`src/rtl/wb_port_arbiter.sv`:
```
`default_nettype none
// ============================================================================
//  Module   : wb_port_arbiter
//  Purpose  : Round-robin arbiter merging ALU and load writebacks onto one
//             register-file write port. Optional WB_R0_DISCARD_EN drops
//             writes to register 0 after completing their handshake.
//  Revision : 1.0
// ============================================================================
module wb_port_arbiter #(
    parameter int DATA_W = 16
) (
    input  logic              clk,
    input  logic              rst_n,
    input  logic              a_valid,
    output logic              a_ready,
    input  logic [3:0]        a_reg,
    input  logic [DATA_W-1:0] a_data,
    input  logic              b_valid,
    output logic              b_ready,
    input  logic [3:0]        b_reg,
    input  logic [DATA_W-1:0] b_data,
    input  logic              stall,
    output logic              WriteReg,
    output logic [3:0]        RegId,
    output logic [DATA_W-1:0] WriteData,
    output logic [15:0]       pend,
    input  logic              cnt_clr,
    output logic [15:0]       wr_cnt
);

    localparam logic [15:0] c_cnt_max = 16'hFFFF;

    logic              r_last_b;
    logic              r_write_reg;
    logic [3:0]        r_reg_id;
    logic [DATA_W-1:0] r_write_data;
    logic [15:0]       r_wr_cnt;

    logic              w_grant_a;
    logic              w_grant_b;
    logic              w_grant;
    logic              w_commit;
    logic [3:0]        w_win_reg;
    logic [DATA_W-1:0] w_win_data;
    logic [15:0]       w_pend;

    always_comb begin
        // A wins a conflict only when B was the most recent winner
        w_grant_a  = !stall && a_valid && (!b_valid || r_last_b);
        w_grant_b  = !stall && b_valid && !w_grant_a;
        w_grant    = w_grant_a || w_grant_b;
        w_win_reg  = w_grant_b ? b_reg  : a_reg;
        w_win_data = w_grant_b ? b_data : a_data;
`ifdef WB_R0_DISCARD_EN
        w_commit   = w_grant && (w_win_reg != 4'h0);
`else
        w_commit   = w_grant;
`endif
        w_pend = 16'h0000;
        if (a_valid && !w_grant_a) w_pend[a_reg] = 1'b1;
        if (b_valid && !w_grant_b) w_pend[b_reg] = 1'b1;
    end

    always_ff @(posedge clk or negedge rst_n) begin
        if (!rst_n) begin
            r_last_b     <= 1'b1;
            r_write_reg  <= 1'b0;
            r_reg_id     <= 4'h0;
            r_write_data <= '0;
            r_wr_cnt     <= 16'h0000;
        end else begin
            r_write_reg <= w_commit;
            if (w_grant) begin
                r_last_b     <= w_grant_b;
                r_reg_id     <= w_win_reg;
                r_write_data <= w_win_data;
            end
            if (cnt_clr)
                r_wr_cnt <= 16'h0000;
            else if (r_write_reg && (r_wr_cnt != c_cnt_max))
                r_wr_cnt <= r_wr_cnt + 16'h0001;
        end
    end

    assign a_ready   = w_grant_a;
    assign b_ready   = w_grant_b;
    assign pend      = w_pend;
    assign WriteReg  = r_write_reg;
    assign RegId     = r_reg_id;
    assign WriteData = r_write_data;
    assign wr_cnt    = r_wr_cnt;

endmodule
`default_nettype wire

```
`config.mk`:
```
export PLATFORM = sky130hd
export DESIGN_NAME = wb_port_arbiter
export DESIGN_NICKNAME = d
export VERILOG_FILES = /design/src/rtl/wb_port_arbiter.sv
export SDC_FILE = /design/constraint.sdc
export NUM_CORES = 1
export LEC_CHECK = 0
export CAP_MARGIN = 5
export CORE_ASPECT_RATIO = 0.9
export CORE_MARGIN = 3
export CORE_UTILIZATION = 56
export CTS_CLUSTER_DIAMETER = 150
export DETAILED_ROUTE_END_ITERATION = 7
export DONT_BUFFER_PORTS = 1
export HOLD_SLACK_MARGIN = 0.15
export PLACE_DENSITY = 0.74
export SYNTH_ARGS = -nofsm -noshare
export SYNTH_HDL_FRONTEND = slang
export SYNTH_SLANG_ARGS = --single-unit
```
`constraint.sdc`:
```
create_clock -name clk -period 1.85 [get_ports clk]
set_clock_uncertainty 0.15 [all_clocks]
set_input_delay 0.37 -clock clk [delete_from_list [all_inputs] [get_ports clk]]
set_output_delay 0.37 -clock clk [all_outputs]
set_load 0.02 [all_outputs]
```
# Word-level counts from Yosys, hierarchy flattened
# Cells that the tools add are included.
[op_classes]
n_mux = 10
bitwise_logic = 1
eq_ne = 1
add_sub_neg = 1
n_lt_le_gt_ge = 4
reduce_logical = 16
[ops]
columns = ["operator", "count"]
rows = [
  ["two-way mux 16 bit", 5],
  ["adder 16 x 1 -> 16 bit, second input constant", 1],
  ["!= test 16 bit, second input constant", 1],
  ["OR 16 bit", 1],
  ["less-than comparator 4 x 5 -> 1 bit, second input constant", 2],
  ["logical AND 1 bit", 9],
  ["demux 1 bit (select 4 bit)", 2],
  ["greater-or-equal comparator 4 x 1 -> 1 bit, second input constant", 2],
  ["zero test 1 bit", 4],
  ["two-way mux 4 bit", 1],
  ["logical OR 1 bit", 2],
  ["two-way mux 1 bit", 2],
  ["nonzero test 2 bit", 1],
]
[totals]
inputBits = 46
elab_cells = 38
output_inout_bits = 55
reg_bits = 38

# Depth between registers and ports, before layout
# Gate-level depths: netlist of run 1.
[depth]
word_depth = 8
ltp_mapped = 5
mapped_depth_nobuf = 5

# Worst setup path after synthesis of run 1
# No wires, ideal clock.
[synth_path]
kind = "flip-flop to output port"
startpoint = "register r_last_b"
endpoint = "output pend[12]"
arrival_ns = 1.687
path_buffers = 0
setup_slack_ns = -0.357
stages_incl_launch_ff = 4
cell_sequence = "dfstp_2 -> a21oi_1 -> or4b_2 -> o22ai_1"
[synth_between]
elab_chain_len = 7
elab_cells_between_ends = 10
cone_classes = "mux: 2; bitwise: 1; reduce/logical: 7"
[synth_lines]
columns = ["element", "line", "text"]
rows = [
  ["start: declaration", "33", "logic r_last_b;"],
  ["start signal: assignment", "74", "r_last_b <= w_grant_b;"],
  ["logical OR 1 bit (*)", "49", "w_grant_a = !stall && a_valid && (!b_valid || r_last_b);"],
  ["logical AND 1 bit (*)", "49", ""],
  ["zero test 1 bit (*)", "50, 60", ""],
  ["logical AND 1 bit, on equally long branches", "60, 50", ""],
  ["two-way mux 16 bit / zero test 1 bit (equally long branches)", "60, 61", ""],
  ["OR 16 bit (no source line) / logical AND 1 bit (equally long branches)", "-", ""],
  ["two-way mux 16 bit (*)", "61", "if (b_valid && !w_grant_b) w_pend[b_reg] = 1'b1;"],
  ["end: declaration", "26", "output logic [15:0] pend,"],
]
# Mark *: on every way between the ends. The rest lies on a longest branch, timed or not.

# Worst setup path in the final report of run 1
[layout_path]
startpoint = "register r_last_b"
endpoint = "output pend[1]"
# The elaborated chain is that of the path after synthesis.

==> results of run 1 <==
Yosys cell counts (all sizes together) (2+ instances only):
library cell   n
dfrtp         37
inv           22
a222oi        20
o22ai         16
nor2          12
a21oi         10
nand4         10
clkbuf         8
nand2          7
nand2b         7
nor3           6
and3           4
mux2           4
nor2b          4
and4           3
nand3          3
nand4b         3
o31ai          3
or4bb          3
mux2i          2
o21ai          2
or2            2
or3            2
or4            2
or4b           2
worst register-to-register path: stages, from the launching register on:
cell and delay, ns:
dfrtp_2 0.44, buf_6 0.17, nand4_1 0.28, o41ai_4 0.46, buf_4 0.19, xor2_1 0.24
nor2_1 0.11
sequential cells by signal, summed over array words and instances (netlist names):
| register | cells |
|---|---|
| WriteData | 16 |
| RegId | 4 |
| r_last_b | 1 |
| wr_cnt | 16 |
| WriteReg | 1 |
logic make-up after synthesis:
| family | count (synthesis) |
|---|---|
| flops | 38 |
| buf+inv | 32 |
| simple gates | 72 |
| xor+xnor | 2 |
| mux | 6 |
| fa+ha+maj | 1 |
| compound gates | 57 |
power groups by stage:
stage | Clock [W] | Sequential (W) | Combinational, W
detailed placement | 0 | 0.00109 | 0.000291
floorplan | 0 | 0.00108 | 0.000227
global route | 0.000641 | 0.00110 | 0.000520
global placement | 0 | 0.00109 | 0.000272
CTS | 0.000565 | 0.00107 | 0.000403
finish | 0.000608 | 0.00109 | 0.000500
final timing paths:
kind                       cells past startpoint  slack (ns)             startpoint                        to
hold / removal                                 2        0.18                cnt_clr    wr_cnt[11]$_DFFE_PN0P_
setup reg to reg                               6       -0.33  wr_cnt[2]$_DFFE_PN0P_     wr_cnt[0]$_DFFE_PN0P_
max in group asynchronous                      2        0.83                  rst_n      r_last_b$_DFFE_PN1P_
setup / recovery                               3       -0.51   r_last_b$_DFFE_PN1P_                   pend[1]
hold reg to reg                                2        0.44   r_last_b$_DFFE_PN1P_      r_last_b$_DFFE_PN1P_
min in group asynchronous                      2        0.44                  rst_n  WriteData[1]$_DFFE_PN0P_
routing by layer:
layer,share of wire,GRT usage,vias up,wire [um]
li1,-,-,999,-
met1,0.30,0.437,1265,3430
met2,0.44,0.655,429,5040
met3,0.16,0.123,140,1850
met4,0.10,0.227,0,1140
met5,0,0,-,0
per-stage QoR:
| step | std cells | utilization | cell area (um2) | total power (W) | hold slack, ns |
|---|---|---|---|---|---|
| floorplan | 208 | - | 2320 | 0.00130 | -0.0756 |
| global placement | 274 | 0.736 | 2560 | 0.00136 | -0.0747 |
| detailed placement | 274 | 0.736 | 2560 | 0.00138 | -0.0746 |
| CTS | 329 | 0.905 | 3150 | 0.00204 | 0.159 |
| global route | 343 | 0.953 | 3320 | 0.00226 | 0.207 |
| finish | 343 | 0.953 | 3320 | 0.00220 | 0.180 |
timing repair:
item	CTS	global route
pin swaps	8	12
endpoints found under the setup margin	18	30
hold endpoints to repair	70	0
buffers inserted	3	12
resized for setup	6	13
hold buffers	44	0
cloned	0	1
final cells by class:
cell class,instances,area [um2]
flip-flops and latches,38,958
inverters,22,82.6
diodes,1,2.50
fillers,71,163
well taps,44,55.1
repair buffers,92,848
multi-input cells,138,1280
clock inverters,2,15.0
clock buffers,6,72.6
==> metrics.md, run 1 <==
| Metric | Value |
|---|---|
| Synthesized area | 0.00208 mm2 |
| Place WS | -0.147 ns |
| Top_reg_cell synth | dfrtp_1 |
| Int Pwr | 0.00140 W |
| Min-delay worst type | input pin to flop |
| Clock slew at reported path FFs | 0.08 ns |
| DP Wirelength | 4.68 mm |
| Syn_nets | 255 |
| Initial antenna violation count | 1 |
| Clk sink count | 38 |
| DIE WIDTH | 70.3 um |
| Final period util | 1.28 |
| Fraction of the mapped netlist area in compound gates | 0.213 |
| Comb power frac | 0.227 |
| CP top delay family | simple AND/OR/NAND/NOR gates |
| Switch share | 0.364 |
| WL/cell | 33.4 um |
| Cell variety after synth | 43 |
| DRC Markers | 111 |
| Synthesis-stage register bit count | 38 |
| Power Density | 663 mW/mm2 |
| Post-synthesis sequential area ratio | 0.457 |
| I/O Buffers | 0 |
| Gr ovfl total | 0 |
| Synth top area cells | dfrtp_1 (44%), a222oi_1 (9.6%), o22ai_1 (4.8%) |
| Critical path's slowest cell | or4bb_4 |
| Top cell type's share of synthesized area | 0.445 |
| Max VDD drop | 0.619 mV |
| Seq pwr share | 0.496 |
| Largest net degree at the start of global routing | 39 |
| Cell count after synthesis | 208 |
| Area Growth Syn to Fin | 59.3% |
| First drt pass iteration count | 8 |
| Die Span Y | 63.8 um |
| Post-Route WL | 11.5 mm |
| Main combinational cell family by area after synthesis | simple AND/OR/NAND/NOR gates |
| Slew Limit Headroom | 0.575 |
| Row count | 20 |
| Worst EP required | 1.33 ns |
| H-Tree Depth | 2 |
| Starting DRC count in detailed routing | 840 |
| Fmax | 0.424 GHz |
| Post-synth EDFFs | 0 |
| Setup ws final | -0.509 ns |
| Failing checks | DRC, setup timing |
| CTS Buf Count | 5 |
| Worst slew pin tran | 0.636 ns |
| Psw | 0.000802 W |
| Critical path's largest stage delay | 0.63 ns |
| RSZ-0062 raised after global routing | true |
| Vias in the first global route | 2480 |
| # Max-Cap Violations | 0 |
| Lkg Pwr | 1.44 nW |
| Post-synthesis simple-gate area fraction | 0.221 |
| Die footprint | 0.00449 mm2 |
| Via count | 2833 |
| Post-synth top area cell | dfrtp_1 |
| Setup violations, final | 31 |
| Critical path cell sequence | a21oi_4 -> or4bb_4 -> o22ai_4 |
| Post-Synth XOR/XNOR Area | 0.00841 |
| Vias per cell | 8.26 |
| Most frequent cells in the layout | buf_4 (44), dlygate4sd3_1 (43), dfrtp_1 (32) |
| Clock Power Share | 0.276 |
| Commonest non-fill, non-tap cell in the layout | buf_4 |
| Final Critical Period | 2.36 ns |
| First-pass GRT wire length | 13.5 mm |
| Synth Area per Inst | 10.0 um2 |
| TNS Setup | -9.09 ns |
| Arrival @ worst endpoint | 1.84 ns |
| Clk root buf | clkbuf_8 |
| GRT Resource Usage Total | 0.391 |
| Outcome | finished with violations |
| Final hold violations | 0 |
| TritonCTS clock tree | built |
| Ys Warns | 0 |
| Core ar. | 0.00348 mm2 |
| Ratio of cells with drive above 1 in the final layout | 0.352 |
| Worst path bufs/invs | 0 |
| Crit path launch type | flop |
| CP max FO | 5 |
| Clk buf depth | 2 |
| Routed Antenna Nets | 0 |
| Mux cell area share after synthesis | 0.0313 |
| Effective utilization at floorplan | 0.599 |
| Skew-Pair Late Insertion Delay | 0.30 ns |
| Async set-reset flop share out of synthesis | 1.00 |
| Crit. End Element | output port |
| Adder-Cell Fraction of Synth Area | 0.00601 |
| Placer congestion estimate | 0.918 |
| WS Path Type | flop to output port |
| Ports | 101 |
| Slew Viols, Final | 0 |
| Final #Nets | 344 |
No activity file was read; power rests on OpenSTA's default activity.
==> inputs of run 2 (changes only) <==
CORE_UTILIZATION = 59   (was 56)
CTS_BUF_LIST = sky130_fd_sc_hd__clkbuf_4   (was unset)
GPL_ROUTABILITY_DRIVEN = 0   (was unset)
PLACE_DENSITY = 0.82   (was 0.74)
==> run 2 against run 1 <==
The flow now stops in clock tree synthesis (4_1_cts). Synthesized area did not move. Synthesized cell count unchanged.
==> metrics.md, run 2 <==
| Metric | Value |
|---|---|
| Cell Area, Placed | 0.00256 mm2 (about the same) |
| Adder-Cell Fraction of Synth Area | 0.00601 (unchanged) |
| Top_reg_cell synth | dfrtp_1 |
| DP Wirelength | 4.51 mm (-3.6%) |
| Synth top area cells | dfrtp_1 (44%), a222oi_1 (9.6%), o22ai_1 (4.8%) |
| Mux cell area share after synthesis | 0.0313 (unchanged) |
| Number of gates resized after cts | 10 (+4) |
| Outcome | did not finish |
| Error msg | [ERROR DPL-0033] detailed placement checks failed during check placement. |
| Synth Area per Inst | 10.0 um2 (unchanged) |
| Ports | 101 (unchanged) |
| Row count | 19 (-5.0%) |
| Synthesis-stage register bit count | 38 (unchanged) |
| Async set-reset flop share out of synthesis | 1.00 (unchanged) |
| Post-Synth XOR/XNOR Area | 0.00841 (unchanged) |
| Top cell type's share of synthesized area | 0.445 (unchanged) |
| Place WS | -0.170 ns (-0.0222 ns) |
| Total setup buffers inserted after CTS | 5 (+2) |
| Synthesized area | 0.00208 mm2 (unchanged) |
| Cell count after synthesis | 208 (unchanged) |
| Halt Stage | clock tree synthesis (4_1_cts) |
| DIE WIDTH | 68.6 um (-2.4%) |
| Hold buffers post-CTS | 45 (+2.3%) |
| Top cells by instance count after synthesis | dfrtp_1 (37), inv_1 (22), a222oi_1 (20) |
| Ys Warns | 0 (unchanged) |
| Fraction of the mapped netlist area in compound gates | 0.213 (unchanged) |
| Cell variety after synth | 43 (unchanged) |
| Post-synthesis sequential area ratio | 0.457 (unchanged) |
| Post-synth EDFFs | 0 (unchanged) |
| Clk root buf | clkbuf_4 |
| Syn_nets | 255 (unchanged) |
| Top-count cell post-synth | dfrtp_1 |
| Die Span Y | 62.4 um (-2.3%) |
| Effective utilization at floorplan | 0.649 (+0.0502) |
| Clk buf depth | 2 (unchanged) |
| H-Tree Depth | 2 (unchanged) |
| CTS Buf Count | 5 (unchanged) |
| Main combinational cell family by area after synthesis | simple AND/OR/NAND/NOR gates |
| Clk sink count | 38 (unchanged) |
| Post-synth top area cell | dfrtp_1 |
| I/O Buffers | 0 (unchanged) |
| Post-synthesis simple-gate area fraction | 0.221 (unchanged) |
[run 2: cell counts after synthesis]
Identical to the previous run, type by type.
[run 2: logic make-up after synthesis]
family | Yosys count
AOI/OAI and AO/OA | 57
xor gates and xnor gates | 2
adders and majority gates | 1
buffers and inverters | 32
DFF | 38
muxes | 6
and+or+nand+nor | 72
[run 2: through the flow]
step,cells,hold slack (ns),utilization
3_3_place_gp,272,-0.0738,0.797
2_1_floorplan,208,-0.0756,-
3_5_place_dp,272,-0.0735,0.797
==> inputs of run 3 (changes only) <==
CORE_ASPECT_RATIO = unset   (was 0.9)
CORE_UTILIZATION = 40   (was 59)
CTS_BUF_LIST = unset   (was sky130_fd_sc_hd__clkbuf_4)
CTS_CLUSTER_DIAMETER = unset   (was 150)
HOLD_SLACK_MARGIN = unset   (was 0.15)
PLACE_DENSITY = unset   (was 0.82)
PLACE_DENSITY_LB_ADDON = 0.15   (was unset)
clock period = 2.4 ns   (was 1.85 ns; I/O delays follow)
==> run 3 against run 2 <==
The flow now finishes, with violations (setup timing).
==> metrics.md, run 3 (synthesis gave the netlist of run 1 again) <==
| Metric | Value |
|---|---|
| Total setup buffers inserted after CTS | 0 (-5) |
| Arrival @ worst endpoint | 1.83 ns |
| Initial antenna violation count | 0 |
| First drt pass iteration count | 5 |
| Ratio of cells with drive above 1 in the final layout | 0.278 |
| Power Density | 609 mW/mm2 |
| CP startpoint | r_last_b$_DFFE_PN1P_ |
| FF-to-FF Start | wr_cnt[12]$_DFFE_PN0P_ |
| Most frequent cells in the layout | dfrtp_1 (37), inv_1 (22), a222oi_1 (20) |
| Clk root buf | clkbuf_8 |
| Vias in the first global route | 1900 |
| Post-Layout Inst Area | 0.00261 mm2 |
| Power Total | 0.00159 W |
| Outcome | finished with violations |
| Die footprint | 0.00611 mm2 |
| Clock slew at reported path FFs | 0.07 ns |
| Min Hold Slack | 0.0996 ns |
| Via count | 1879 |
| Slew Limit Headroom | 0.661 |
| WL/cell | 20.4 um |
| Post-Route WL | 6.05 mm |
| DIE WIDTH | 78.1 um (+14%) |
| R2R cell count | 4 |
| GRT Resource Usage Total | 0.189 |
| Cell Area, Placed | 0.00229 mm2 (-11%) |
| Crit path launch type | flop |
| Effective utilization at floorplan | 0.427 (-0.222) |
| Largest net degree at the start of global routing | 39 |
| Row count | 25 (+6) |
| Clk buf depth | 2 (unchanged) |
| Gr ovfl total | 0 |
| Starting DRC count in detailed routing | 139 |
| # Max-Cap Violations | 0 |
| First-pass GRT wire length | 9.32 mm |
| CP max FO | 5 |
| Max VDD drop | 0.338 mV |
| Lkg Pwr | 1.11 nW |
| Worst slew pin tran | 0.504 ns |
| Area Growth Syn to Fin | 25.5% |
| Core ar. | 0.00488 mm2 |
| Die Span Y | 78.1 um (+25%) |
| Worst Setup EP | pend[9] |
| I/O Buffers | 0 (unchanged) |
| Slew Viols, Final | 0 |
| Final Critical Period | 2.46 ns |
| Worst EP required | 1.77 ns |
| Vias per cell | 6.33 |
| R2r setup slk | 0.37 ns |
| Clk sink count | 38 (unchanged) |
| Routed Antenna Nets | 0 |
| Crit. End Element | output port |
| Footprint of the multi-input gates | 0.00114 mm2 |
| Worst r2r dst | wr_cnt[1]$_DFFE_PN0P_ |
| Final #Nets | 276 |
| RSZ-0062 raised after global routing | true |
| Final hold violations | 0 |
| Fmax | 0.407 GHz |
| DRC Markers | 0 |
| H-Tree Depth | 2 (unchanged) |
| Area taken by flip-flops and latches | 952 um2 |
| TritonCTS clock tree | built |
| Setup violations, final | 10 |
| CTS Buf Count | 5 (unchanged) |
| DP Wirelength | 4.31 mm (-4.4%) |
| Min-delay worst type | input pin to flop |
| Ant. Diodes | 0 |
| Skew-Pair Late Insertion Delay | 0.29 ns |
| Final period util | 1.02 |
| # fillers | 447 |
| WS Path Type | flop to output port |
| Setup ws final | -0.0574 ns |
| Ports | 101 (unchanged) |
| Failing checks | setup timing |
| Commonest non-fill, non-tap cell in the layout | dfrtp_1 |
[run 3: layout make-up]
class                   count  area share
clock inverters             3      0.0172
inverters                  22      0.0316
repair buffers             24      0.0919
flip-flops and latches     38       0.364
clock buffers               5      0.0263
multi-input cells         138       0.437
well taps                  67      0.0321
[run 3: layer usage]
layer | wire length [um] | vias to the layer above | global-route usage
met4 | 105 | 0 | 0.0542
li1 | - | 861 | -
met1 | 2340 | 927 | 0.209
met2 | 3120 | 80 | 0.345
met3 | 483 | 11 | 0.0608
met5 | 0 | - | 0
[run 3: worst min path at each step]
stage          startpoint                   endpoint  slack, ns  cells past startpoint
6_report          cnt_clr     wr_cnt[15]$_DFFE_PN0P_        0.1                      1
4_1_cts           cnt_clr      wr_cnt[3]$_DFFE_PN0P_       0.09                      1
2_1_floorplan       rst_n       RegId[0]$_DFFE_PN0P_       0.03                      0
3_3_place_gp        rst_n   WriteData[0]$_DFFE_PN0P_       0.04                      0
5_1_grt           cnt_clr      wr_cnt[3]$_DFFE_PN0P_       0.09                      1
3_5_place_dp        rst_n  WriteData[11]$_DFFE_PN0P_       0.04                      0
[run 3: through the flow]
step	instances	TNS (ns)	setup slack, ns	util
2_1_floorplan	208	0	0.0424	-
3_3_place_gp	287	0	0.0896	0.469
3_5_place_dp	287	0	0.0567	0.469
4_1_cts	297	-0.184	-0.0377	0.516
5_1_grt	297	-0.881	-0.0940	0.536
6_report	297	-0.377	-0.0574	0.536
[run 3: power breakdown]
part	internal (W)	total, W	switching, W	leakage (nW)
Clock	0.000309	0.000537	0.000228	0.0504
Sequential	0.000704	0.000823	0.000119	0.492
Combinational	0.0000999	0.000233	0.000133	0.573
[run 3: what timing repair did]
item	CTS	global route
resized for setup	17	18
setup endpoints to repair	12	12
hold endpoints to repair	38	0
pin swaps	4	4
hold buffers	2	0
[run 3: critical path, cell delays in order, from the launching register on]
cell,delay (ns)
dfstp_2,0.58
a21oi_4,0.08
or4bb_4,0.60
o22ai_2,0.15
buf_6,0.14
==> inputs of run 4 (changes only) <==
DONT_BUFFER_PORTS = unset   (was 1)
REMOVE_ABC_BUFFERS = 1   (was unset)
==> run 4 against run 3 <==
Sequential power shrank 9.4%. Clock power grew 2%. Highest routed layer unchanged. The run still ends with setup timing left. Non-clock buffer count grew 99. Total power grew 15%.
==> metrics.md, run 4 (synthesis gave the netlist of run 1 again) <==
| Metric | Value |
|---|---|
| GRT Resource Usage Total | 0.226 (+0.0370) |
| Min-delay worst type | flop to flop |
| Post-Route WL | 6.80 mm (+12%) |
| Outcome | finished with violations |
| Clk buf depth | 2 (unchanged) |
| DIE WIDTH | 78.1 um (unchanged) |
| Place WS | -0.919 ns (-0.975 ns) |
| Commonest non-fill, non-tap cell in the layout | clkdlybuf4s50_1 |
| Ports | 101 (unchanged) |
| # fillers | 374 (-16%) |
| Critical path's largest stage delay | 0.58 ns (-0.02 ns) |
| First-pass GRT wire length | 11.1 mm (+20%) |
| Vias per cell | 5.71 (-9.8%) |
| TNS Setup | -0.273 ns (+0.105 ns) |
| Critical path cell sequence | a21oi_4 -> or4bb_4 -> o22ai_2 -> buf_6 |
| Via count | 2260 (+20%) |
| Die Span Y | 78.1 um (unchanged) |
| Clk sink count | 38 (unchanged) |
| Initial antenna violation count | 0 (unchanged) |
| Final Critical Period | 2.45 ns (-0.00355 ns) |
| Most frequent cells in the layout | clkdlybuf4s50_1 (74), dfrtp_1 (37), inv_1 (22) |
| First drt pass iteration count | 5 (unchanged) |
| Largest net degree at the start of global routing | 23 (-41%) |
| Post-Layout Inst Area | 0.00356 mm2 (+36%) |
| Skew-Pair Late Insertion Delay | 0.29 ns (about the same) |
| Setup violations, final | 9 (-1) |
| Arrival @ worst endpoint | 1.82 ns (about the same) |
| Core ar. | 0.00488 mm2 (unchanged) |
| Final period util | 1.02 (-0.00148) |
| RSZ-0062 raised after global routing | true |
| Clk root buf | clkbuf_8 |
| Max VDD drop | 0.343 mV (+1.5%) |
| WS Path Type | flop to output port |
| Lkg Pwr | 1.53 nW (+37%) |
| Starting DRC count in detailed routing | 190 (+37%) |
| Clock slew at reported path FFs | 0.07 ns (about the same) |
| Area Growth Syn to Fin | 71.2% |
| CP max FO | 5 (unchanged) |
| Row count | 25 (unchanged) |
| Worst path bufs/invs | 1 (unchanged) |
| H-Tree Depth | 2 (unchanged) |
| Power Total | 0.00183 W (+15%) |
| # Max-Cap Violations | 0 (unchanged) |
| Slew Limit Headroom | 0.677 (+0.0167) |
| Cell Area, Placed | 0.00327 mm2 (+43%) |
| Ratio of cells with drive above 1 in the final layout | 0.255 (-0.0229) |
| Crit path launch type | flop |
| Ant. Diodes | 0 (unchanged) |
| Final core occ | 0.730 (+0.195) |
| Final #Nets | 375 (+36%) |
| Routed Antenna Nets | 0 (unchanged) |
| I/O Buffers | 100 (+100) |
| Worst EP required | 1.77 ns (about the same) |
| CP top delay family | simple AND/OR/NAND/NOR gates |
| Slew Viols, Final | 0 (unchanged) |
| DRC Markers | 0 (unchanged) |
| TritonCTS clock tree | built |
| DP Wirelength | 5.05 mm (+17%) |
| Crit. End Element | output port |
| Final hold violations | 0 (unchanged) |
| Die footprint | 0.00611 mm2 (unchanged) |
| Critical path's slowest cell | or4bb_4 |
| Setup ws final | -0.0538 ns (+0.00355 ns) |
| Failing checks | setup timing |
| Gr ovfl total | 0 (unchanged) |
| CTS Buf Count | 5 (unchanged) |
| Power Density | 513 mW/mm2 (-16%) |
| Vias in the first global route | 2225 (+17%) |
| WL/cell | 17.2 um (-16%) |
| Fmax | 0.408 GHz (+0.14%) |
| Worst slew pin tran | 0.479 ns (-0.0248 ns) |
| Effective utilization at floorplan | 0.427 (unchanged) |
## run 4: cell count changes in the layout (fill, tap and decap cells not counted), moves of 2 or more
cell	delta
dlygate4sd2_1	+6
clkdlybuf4s50_1	+74
buf_4	+10
clkdlybuf4s15_2	+2
nand2b_1	-2
nand2b_4	+2
buf_2	+5
buf_6	+3
## run 4: power breakdown
part	leakage [nW]	total [W]	switching, W	internal, W
Sequential	0.492	0.000746	0.0000413	0.000704
Combinational	0.991	0.000533	0.000257	0.000276
Clock	0.0504	0.000548	0.000239	0.000309
Total	1.53	0.00183	0.000538	0.00129
## run 4: worst reg2reg max path, delay by kind of cell (launching register included)
family | cells | cell delay [ns]
muxes | 1 | 0.33
DFF | 1 | 0.46
and+or+nand+nor | 3 | 1.00
## run 4: repair_timing
action                     in CTS  in global routing
gates resized for setup       127                  7
buffers inserted                2                  0
hold endpoints to repair       12                  0
setup endpoints to repair      18                 15
hold buffers                    1                  0
pin swaps                      11                  6
## run 4: area by class of cell
| class | instances | area [um2] | area share |
|---|---|---|---|
| Sequential cell | 38 | 952 | 0.267 |
| Multi-Input combinational cell | 138 | 1160 | 0.326 |
| Timing Repair Buffer | 123 | 1170 | 0.328 |
| Inverter | 22 | 82.6 | 0.0232 |
| Tap cell | 67 | 83.8 | 0.0235 |
| Clock buffer | 5 | 68.8 | 0.0193 |
| Clock inverter | 3 | 45.0 | 0.0126 |
## run 4: metrics by stage
stage               cells  hold WS (ns)
floorplan             198        0.0344
global placement      385         0.317
detailed placement    385         0.320
CTS                   396         0.351
global route          396         0.379
finish                396         0.347
## run 4: metal layers
metal / track usage / vias to the layer above / part of all wire
met5: 0 / - / 0
met4: 0.0524 / 0 / 0.016
met3: 0.0585 / 10 / 0.079
met2: 0.372 / 100 / 0.47
met1: 0.300 / 1093 / 0.43
li1: - / 1057 / -
## run 4: final timing paths
kind / cells past startpoint / from / endpoint / slack [ns]
hold / removal: 2 / RegId[2]$_DFFE_PN0P_ / RegId[2]$_DFFE_PN0P_ / 0.35
setup / recovery: 4 / r_last_b$_DFFE_PN1P_ / pend[6] / -0.05
min in group asynchronous: 2 / rst_n / WriteData[4]$_DFFE_PN0P_ / 0.54
hold reg to reg: 2 / RegId[2]$_DFFE_PN0P_ / RegId[2]$_DFFE_PN0P_ / 0.35
setup reg to reg: 4 / wr_cnt[8]$_DFFE_PN0P_ / wr_cnt[9]$_DFFE_PN0P_ / 0.35
max in group asynchronous: 3 / rst_n / WriteData[14]$_DFFE_PN0P_ / 1.04
